<file path="config.mk">
export PLATFORM = sky130hd
export DESIGN_NAME = digitron_scan_display
export DESIGN_NICKNAME = d
export VERILOG_FILES = /design/src/rtl/digitron_scan_display.sv
export SDC_FILE = /design/constraint.sdc
export NUM_CORES = 1
export LEC_CHECK = 0
export CORE_MARGIN = 1
export CORE_UTILIZATION = 50
export CTS_CLUSTER_SIZE = 30
export DETAILED_ROUTE_END_ITERATION = 6
export PLACE_DENSITY = 0.68
export REMOVE_ABC_BUFFERS = 1
export SYNTH_ARGS = -nofsm -noshare
export SYNTH_HDL_FRONTEND = slang
export SYNTH_SLANG_ARGS = --single-unit
</file>
<file path="constraint.sdc">
create_clock -name CLK -period 7.2 [get_ports CLK]
set_input_delay 1.8 -clock CLK [delete_from_list [all_inputs] [get_ports CLK]]
set_output_delay 1.8 -clock CLK [all_outputs]
set_load 0.02 [all_outputs]
</file>
<file path="src/rtl/digitron_scan_display.sv">
// digitron_scan_display
//
// Multiplexed seven-segment driver. A loaded value is turned into one glyph
// per digit (hex nibbles directly, or decimal via a serial double-dabble
// conversion) and stored in a display buffer. A free-running prescaler then
// walks the digit selects and presents each buffered glyph in turn.
//
// Ports
//   CLK            sole clock, rising edge
//   RST            asynchronous, active-high reset
//   Data_In        unsigned value to display (DATA_W bits)
//   Load           one-cycle strobe capturing Data_In, Mode and Blank_En
//   Mode           0 = hexadecimal, 1 = decimal
//   Blank_En       1 = blank leading zero digits (digit 0 always shown)
//   Busy           decimal conversion in progress
//   Digitron_Out   registered segments {dp,g,f,e,d,c,b,a}, active-high
//   DigitronCS_Out registered digit selects, active-low, bit 0 = LS digit
//
// Load/Busy handshake: Load is accepted on an edge where Busy is low and no
// previously accepted Load is still waiting for its first processing edge;
// otherwise it is dropped without touching the conversion in flight. Hex
// loads commit one edge after acceptance. Decimal loads raise Busy on the
// next edge, hold it for DATA_W cycles (one conversion step each) and commit
// the buffer on the edge where Busy falls.

module digitron_scan_display #(
  parameter int DIGITS   = 6,
  parameter int DATA_W   = 16,
  parameter int SCAN_DIV = 200
) (
  input  logic              CLK,
  input  logic              RST,
  input  logic [DATA_W-1:0] Data_In,
  input  logic              Load,
  input  logic              Mode,
  input  logic              Blank_En,
  output logic              Busy,
  output logic [7:0]        Digitron_Out,
  output logic [DIGITS-1:0] DigitronCS_Out
);

  // Ten BCD digits cover any DATA_W up to 32 bits, so overflow is judged by
  // looking at BCD digits above the displayed range.
  localparam int BCD_N = 10;
  localparam int PW    = $clog2(SCAN_DIV);
  localparam int IW    = (DIGITS > 1) ? $clog2(DIGITS) : 1;
  localparam int CW    = $clog2(DATA_W + 1);

  logic [PW-1:0]         pre_q;
  logic [IW-1:0]         idx_q;
  logic                  pend_q;
  logic                  busy_q;
  logic [CW-1:0]         cnt_q;
  logic [DATA_W-1:0]     val_q;     // captured value; shift register in decimal mode
  logic [4*BCD_N-1:0]    bcd_q;
  logic                  mode_q;
  logic                  blank_q;
  logic [7*DIGITS-1:0]   disp_q;    // one 7-bit glyph per digit
  logic [7:0]            seg_q;
  logic [DIGITS-1:0]     cs_q;

  logic [4*BCD_N-1:0]    bcd_adj;
  logic [4*BCD_N-1:0]    bcd_nxt;
  logic [DATA_W-1:0]     bin_nxt;
  logic [7*DIGITS-1:0]   new_disp;
  logic [6:0]            cur_glyph;

  function automatic logic [6:0] seg7(input logic [3:0] v);
    case (v)
      4'h0: seg7 = 7'h3F;
      4'h1: seg7 = 7'h06;
      4'h2: seg7 = 7'h5B;
      4'h3: seg7 = 7'h4F;
      4'h4: seg7 = 7'h66;
      4'h5: seg7 = 7'h6D;
      4'h6: seg7 = 7'h7D;
      4'h7: seg7 = 7'h07;
      4'h8: seg7 = 7'h7F;
      4'h9: seg7 = 7'h6F;
      4'hA: seg7 = 7'h77;
      4'hB: seg7 = 7'h7C;
      4'hC: seg7 = 7'h39;
      4'hD: seg7 = 7'h5E;
      4'hE: seg7 = 7'h79;
      default: seg7 = 7'h71;
    endcase
  endfunction

  // One double-dabble step: add 3 to every BCD digit >= 5, then shift the
  // whole {bcd, binary} pair left by one.
  always_comb begin
    bcd_adj = bcd_q;
    for (int j = 0; j < BCD_N; j++) begin
      if (bcd_q[4*j +: 4] >= 4'd5) bcd_adj[4*j +: 4] = bcd_q[4*j +: 4] + 4'd3;
    end
    {bcd_nxt, bin_nxt} = {bcd_adj[4*BCD_N-2:0], val_q, 1'b0};
  end

  // Glyphs for the buffer, built from whichever source the captured mode
  // selects. In decimal mode this is only sampled once the conversion is done.
  always_comb begin
    logic [4*DIGITS-1:0] digs;
    logic [63:0]         pad;
    logic                ovf;
    logic                seen;
    digs     = '0;
    pad      = 64'(val_q);
    ovf      = 1'b0;
    seen     = 1'b0;
    new_disp = '0;
    if (mode_q) begin
      for (int i = 0; i < DIGITS; i++) digs[4*i +: 4] = bcd_q[4*i +: 4];
      ovf = |bcd_q[4*BCD_N-1:4*DIGITS];
    end else begin
      for (int i = 0; i < DIGITS; i++) digs[4*i +: 4] = pad[4*i +: 4];
      ovf = |(pad >> (4*DIGITS));
    end
    // Walk from the top digit down; 'seen' marks the first nonzero digit.
    for (int i = DIGITS-1; i >= 0; i--) begin
      if (digs[4*i +: 4] != 4'd0) seen = 1'b1;
      if (ovf)                                 new_disp[7*i +: 7] = 7'h40;
      else if (blank_q && !seen && (i != 0))   new_disp[7*i +: 7] = 7'h00;
      else                                     new_disp[7*i +: 7] = seg7(digs[4*i +: 4]);
    end
  end

  always_comb begin
    cur_glyph = 7'h00;
    for (int i = 0; i < DIGITS; i++) begin
      if (idx_q == IW'(i)) cur_glyph = disp_q[7*i +: 7];
    end
  end

  always_ff @(posedge CLK or posedge RST) begin
    if (RST) begin
      pre_q   <= '0;
      idx_q   <= '0;
      pend_q  <= 1'b0;
      busy_q  <= 1'b0;
      cnt_q   <= '0;
      val_q   <= '0;
      bcd_q   <= '0;
      mode_q  <= 1'b0;
      blank_q <= 1'b0;
      disp_q  <= {DIGITS{7'h3F}};
      seg_q   <= 8'h00;
      cs_q    <= '1;
    end else begin
      // Scan: idx_q names the digit shown at the next tick, so the first
      // tick after reset presents digit 0.
      if (pre_q == PW'(SCAN_DIV-1)) begin
        pre_q <= '0;
        seg_q <= {1'b0, cur_glyph};
        cs_q  <= ~(DIGITS'(1) << idx_q);
        idx_q <= (idx_q == IW'(DIGITS-1)) ? '0 : idx_q + 1'b1;
      end else begin
        pre_q <= pre_q + 1'b1;
      end

      if (Load && !busy_q && !pend_q) begin
        val_q   <= Data_In;
        bcd_q   <= '0;
        mode_q  <= Mode;
        blank_q <= Blank_En;
        pend_q  <= 1'b1;
      end else if (pend_q) begin
        pend_q <= 1'b0;
        if (!mode_q) begin
          disp_q <= new_disp;
        end else begin
          busy_q <= 1'b1;
          cnt_q  <= CW'(1);
          bcd_q  <= bcd_nxt;
          val_q  <= bin_nxt;
        end
      end else if (busy_q) begin
        if (cnt_q == CW'(DATA_W)) begin
          busy_q <= 1'b0;
          disp_q <= new_disp;
        end else begin
          cnt_q <= cnt_q + 1'b1;
          bcd_q <= bcd_nxt;
          val_q <= bin_nxt;
        end
      end
    end
  end

  assign Busy           = busy_q;
  assign Digitron_Out   = seg_q;
  assign DigitronCS_Out = cs_q;

endmodule
</file>
**Word-level counts from Yosys, hierarchy flattened**

Memory sizes are Yosys's and may differ from the RTL's.
Index checks and enable logic that the tools add are counted.

- Bits in registers: 131
- ROM bits: 672
- Bits of input ports: 21
- Output and inout bits: 15
- Logic and storage cells: 143
- Memories: 6

- $add $sub $neg: 13
- Magnitude comparators: 10
- Equality and inequality tests: 12
- Shift operators: 1
- Multiplexer cells: 59
- Bitwise operators: 2
- Reduce and logical (&&, ||, !) cells: 28

Memories:

| name | words | bits a word | read ports | clocked after Yosys merged registers in | write ports | line | text |
|---|---|---|---|---|---|---|---|
| (name not given) | 16 | 7 | 1 | 0 | 0 | 69 | `case (v)` |
| (name not given) | 16 | 7 | 1 | 0 | 0 | 69 |  |
| (name not given) | 16 | 7 | 1 | 0 | 0 | 69 |  |
| (name not given) | 16 | 7 | 1 | 0 | 0 | 69 |  |
| (name not given) | 16 | 7 | 1 | 0 | 0 | 69 |  |
| (name not given) | 16 | 7 | 1 | 0 | 0 | 69 |  |

Operator list:

| operator | count |
|---|---|
| $mux 40 | 5 |
| $mux 42 | 4 |
| $mux 7 | 17 |
| $mux 16 | 5 |
| $ge 4x3->1 const B | 10 |
| $add 4x2->4 const B | 9 |
| $mux 4 | 9 |
| $mux 24 | 1 |
| $mux 5 | 4 |
| $reduce_bool 4->1 | 5 |
| $reduce_or 16->1 | 1 |
| $mux 1 | 11 |
| $add 8x1->8 const B | 1 |
| $eq 8x8->1 const B | 1 |
| $mux 8 | 1 |
| $reduce_and 4->1 | 2 |
| $logic_and 1x1->1 | 7 |
| $logic_not 1->1 | 7 |
| $eq 3x2->1 const B | 2 |
| $eq 3x3->1 const B | 2 |
| $mux 3 | 2 |
| $not 6->6 | 1 |
| $shl 1x3->6 const A | 1 |
| $add 5x1->5 const B | 1 |
| other kinds (14) | 16 |

**Longest topological paths before layout**

- Depth after elaboration: 14
- Mapped depth: 12
- Gate-level depth less buffers: 8

**Least setup slack after synthesis**

No wires, ideal clock.

- Path kind: input -> register
- From: in Load
- To: reg val_q[5]
- Setup time: 0.133 ns
- Data arrival time: 2.763 ns
- Required time: 7.067 ns
- Setup slack: 4.304 ns
- Cell stages on the path: 6
- Path buffers: 3
- Path through: and2_1 clkbuf_1 buf_2 buf_2 mux2i_1 o21ai_0

- Word-level cells in the longest chain between the ends: 4
- Elaborated cells between the ends (all ways): 7
- Classes of those cells: eq/ne: 2; mux: 1; reduce/logical: 4

Ends and longest elaborated chain:

| what | line | text |
|---|---|---|
| start: declaration | 34 | `input logic Load,` |
| $logic_and 1x1->1 * (2 in series) | 160 | `if (Load && !busy_q && !pend_q) begin` |
| $ne 3x1->1 (no source line) (tied with other cells) | - |  |
| $reduce_and 3->1 (no source line) | - |  |
| end signal: assignment | 161 | `val_q <= Data_In;` |
| end signal: assignment | 174 | `val_q <= bin_nxt;` |
| end signal: assignment | 183 | `val_q <= bin_nxt;` |
| end: declaration | 54 | `logic [DATA_W-1:0] val_q;` |

Mark *: on every way between the ends. The rest lies on a longest branch, timed or not.
A chain may end at the register's enable or synchronous reset.

**Worst setup path in the final report**

- From: in Load
- To: reg val_q[9]

Same word-level chain as after synthesis.

==> metrics.md <==
| Metric | Value |
|---|---|
| Result of the run | complete, no violations |
| Sum of net half-perimeters after detailed placement | ~13000 microns |
| Number of post-CTS setup repair buffers | 0 |
| Synth Area in Adders | 0.0937 |
| Cell count of the worst hold path | 1 |
| Share of the synthesized area in compound gates (AO/OA/AOI/OAI) | 0.216 |
| Leading cell type in the layout, fill and taps excluded | sky130_fd_sc_hd__dfrtp_1 |
| Cell row count | 46 |
| Number of antenna violations at the first check in global routing | 0 |
| Final setup viols | 0 |
| Net switching power figure | 1760 uW |
| Post-synthesis cell area | 8280 sq um |
| Final Hold Vio Count | 0 |
| Worst r2r path cells | 7 |
| # IOs | 36 |
| Post-layout minimum cycle time | between 3 and 4 ns |
| Proportion of synthesized area in mux cells | 0.0703 |
| TritonCTS Buffers | 17 |
| Period utilisation layout | 0.466 |
| Classification of the worst-slack hold path | flip-flop to flip-flop |
| Overflow after GRT | 0 |
| Flops & latches, synth | 131 |
| Slew at the pin closest to its max-slew limit | approximately 1.1 ns |
| Data required time of the critical path | 7.48 ns |
| Starting utilization of the core area | 0.517 |
| Worst flop-to-flop path endpoint | disp_q[7]$_DFFE_PP1P_ |
| Met1 global-route usage | 0.316 |
| Combinational share of power | 0.470 |
| Crit path launch | Load |
| Number of global-route vias before repair | 6214 |
| Maximum operating frequency | approximately 0.30 GHz |
| TritonCTS sink count | 131 |
| Final-layout setup total negative slack | 0 ns |
| FF-to-FF setup slack | 4.07 ns |
| Kind of end point of the critical path | flip-flop |
| Source-to-sink clock delay at the later pin of the worst-skew pair | 0.42 ns |
| Yosys warning count | 0 |
| Post-Synthesis Mean Instance Area | 9.39 sq um |
| Static leakage power | 0.00406 uW |
| First-pass iteration count of the detailed router | 5 |
| Core area | roughly 16000 sq um |
| Arrival @ worst endpoint | approximately 3.6 ns |
| GR Util met2 | 0.356 |
| Hold-fix buffer count after cts | 0 |
| Worst IR Drop VDD | 217 uV |
| Hold slack | 0.449 ns |
| Maximum level of the CTS H-tree | 4 |
| Kind of critical path | input port to flip-flop |
| Worst Hold Endpoint | pre_q[0]$_DFF_PP0_ |
| Number of nets with antenna violations after routing | 0 |
| Part of the total power dissipated in sequential elements | 0.324 |
| Design Area, Final | 9360 sq um |
| Total routed wirelength | ~18000 microns |
| I/O Buffers | 34 |
| Global routing usage on met3 | 0.0460 |
| Final slew viol count | 0 |
| Overall die width | 131 microns |
| Origin of the worst min-delay path | pre_q[0]$_DFF_PP0_ |
| Wire length of the first global-routing pass | between 30000 and 40000 microns |
| Maximum number of buffers from clock root to sink | 2 |
| Diode insertion count for antenna repair | 0 |
| Worst setup SP type | input port |
| Top Usage Layer GRT | met2 |
| Cell area reported after detailed placement | 8740 sq um |
| Total via count in the routed design | 6493 |
| Post-Synth XOR/XNOR Area | 0.0243 |
| Portion of total power attributed to the clock network | 0.206 |
| Post-cts sizing count | 0 |
| Vias/cell | 5.82 |
| Share of flip-flops with an asynchronous set or reset | 1.00 |
| Combinational family with the most area after synthesis | compound AO/OA/AOI/OAI gates |
| Simple-gate share of the synthesized area | 0.140 |
| Layout filler cell count | 1391 |
| Worst rel slew slack | 0.252 |
| Worst-path clk slew | 0.05 ns |
| Post-DR wirelength/cell | 16.4 microns |
| CP Max Fanout | 44 |
| Maximum number of pins on one net before global-route repair | 86 |
| Chip height | 131 microns |
| DR iter-0 viols | 396 |
| Gate count of the mapped netlist | 881 |
| Cell Pwr Density | 459 nW/um^2 |
| Proportion of synthesized chip area in sequential cells | 0.402 |
| Max cap viols | 0 |
| Cell-internal power | 2540 uW |
| Final setup skew | ~0.0085 ns |
| Proportion of layout cells with a drive suffix above 1 | 0.115 |
| Die Outline Area | roughly 17000 sq um |
| Global-route total usage across every layer | 0.227 |
| Clock Root Buffer | sky130_fd_sc_hd__clkbuf_16 |
| Count of non-filler cells in the finished layout | 1115 |
| Final Total Pwr | 4300 uW |
| Fin nets | 969 |
| Number of cells after detailed placement | 1083 |
| Number of remaining DRC errors | 0 |
| Beginning of the worst register-to-register path | mode_q$_DFFE_PP0N_ |
| Clock tree from TritonCTS | built |
| Count of cell types in the netlist | 59 |
| Most frequent cells in the layout | sky130_fd_sc_hd__dfrtp_1, sky130_fd_sc_hd__nand2_1, sky130_fd_sc_hd__o21ai_0 |
| Net Sw Frac | 0.409 |
| Most used DFF post-synth | sky130_fd_sc_hd__dfrtp_1 |
| Setup repair after global routing missed its margin | no |
| Number of enable-type register cells in the synthesized netlist | 0 |
| Routability cong. | 0.801 |
| Layout-stage area growth over the synthesis result | 13.0% |
==> flip-flops by register name (all words and copies together) (netlist names) <==
signal          flops
Digitron_Out        7
cnt_q               5
blank_q             1
Busy                1
val_q              16
pend_q              1
bcd_q              40
mode_q              1
disp_q             42
DigitronCS_Out      6
pre_q               8
idx_q               3
==> synth_stat cells, types with 23 or more instances <==
cell type | instances | share of area
sky130_fd_sc_hd__mux2i_1 | 48 | 0.058
sky130_fd_sc_hd__dfrtp_1 | 89 | 0.27
sky130_fd_sc_hd__dfstp_2 | 42 | 0.13
sky130_fd_sc_hd__nand2_1 | 85 | 0.039
sky130_fd_sc_hd__a21oi_1 | 49 | 0.030
sky130_fd_sc_hd__o21ai_0 | 83 | 0.050
sky130_fd_sc_hd__inv_1 | 53 | 0.024
sky130_fd_sc_hd__nor2_1 | 39 | 0.018
sky130_fd_sc_hd__a22o_1 | 28 | 0.030
sky130_fd_sc_hd__ha_1 | 62 | 0.094
sky130_fd_sc_hd__clkbuf_1 | 34 | 0.015
sky130_fd_sc_hd__nand2b_1 | 23 | 0.017
==> through the flow <==
step	setup slack, ns	util
floorplan	1.79	-
finish	3.85	0.585
detailed placement	3.42	0.546
global route	3.67	0.585
CTS	3.83	0.585
global placement	3.46	0.546
==> layout make-up <==
type                    count  area [sq um]  area share
well taps                 216           270      0.0289
clock buffers              29           551      0.0588
inverters                  53           201      0.0215
flip-flops and latches    131          3330       0.356
clock inverters             3          65.1     0.00695
multi-input cells         642          4540       0.486
repair buffers             41           393      0.0420
==> power groups by stage <==
| stage | Sequential [uW] | Clock, uW | Combinational [uW] |
|---|---|---|---|
| 3_5_place_dp | 1390 | 0 | 2000 |
| 3_3_place_gp | 1380 | 0 | 1900 |
| 6_report | 1390 | 884 | 2020 |
| 5_1_grt | 1430 | 932 | 2270 |
| 2_1_floorplan | 1330 | 0 | 1520 |
| 4_1_cts | 1390 | 897 | 2020 |
==> critical path, cell delays in order <==
cell,delay (ns)
sky130_fd_sc_hd__clkdlybuf4s50_1,0.54
sky130_fd_sc_hd__and2_2,0.87
sky130_fd_sc_hd__mux2i_1,0.29
sky130_fd_sc_hd__o21ai_0,0.10
==> per-layer routing <==
metal / up-vias / routed length (microns)
met5: - / 0
met4: 0 / 244
met3: 19 / 772
met2: 154 / 8380
met1: 3142 / 8870
li1: 3178 / -
==> worst max path at each step <==
stage                                        to  slack [ns]  cells after the start
after global routing         mode_q$_DFFE_PP0N_        3.67                      3
after floorplan           bcd_q[12]$_DFFE_PP0P_        1.79                      5
final                      val_q[9]$_DFFE_PP0P_        3.85                      4
after global placement       mode_q$_DFFE_PP0N_        3.46                      3
after CTS                                  Busy        3.83                      1
after detailed placement    blank_q$_DFFE_PP0N_        3.42                      3
==> kinds of logic after synthesis <==
logic type,count (synthesis)
DFF,131
muxes,57
adders and majority gates,62
buffers and inverters,108
AOI/OAI and AO/OA,267
other,1
and+or+nand+nor,232
xor gates and xnor gates,23
(Power assumes the default switching activity.)
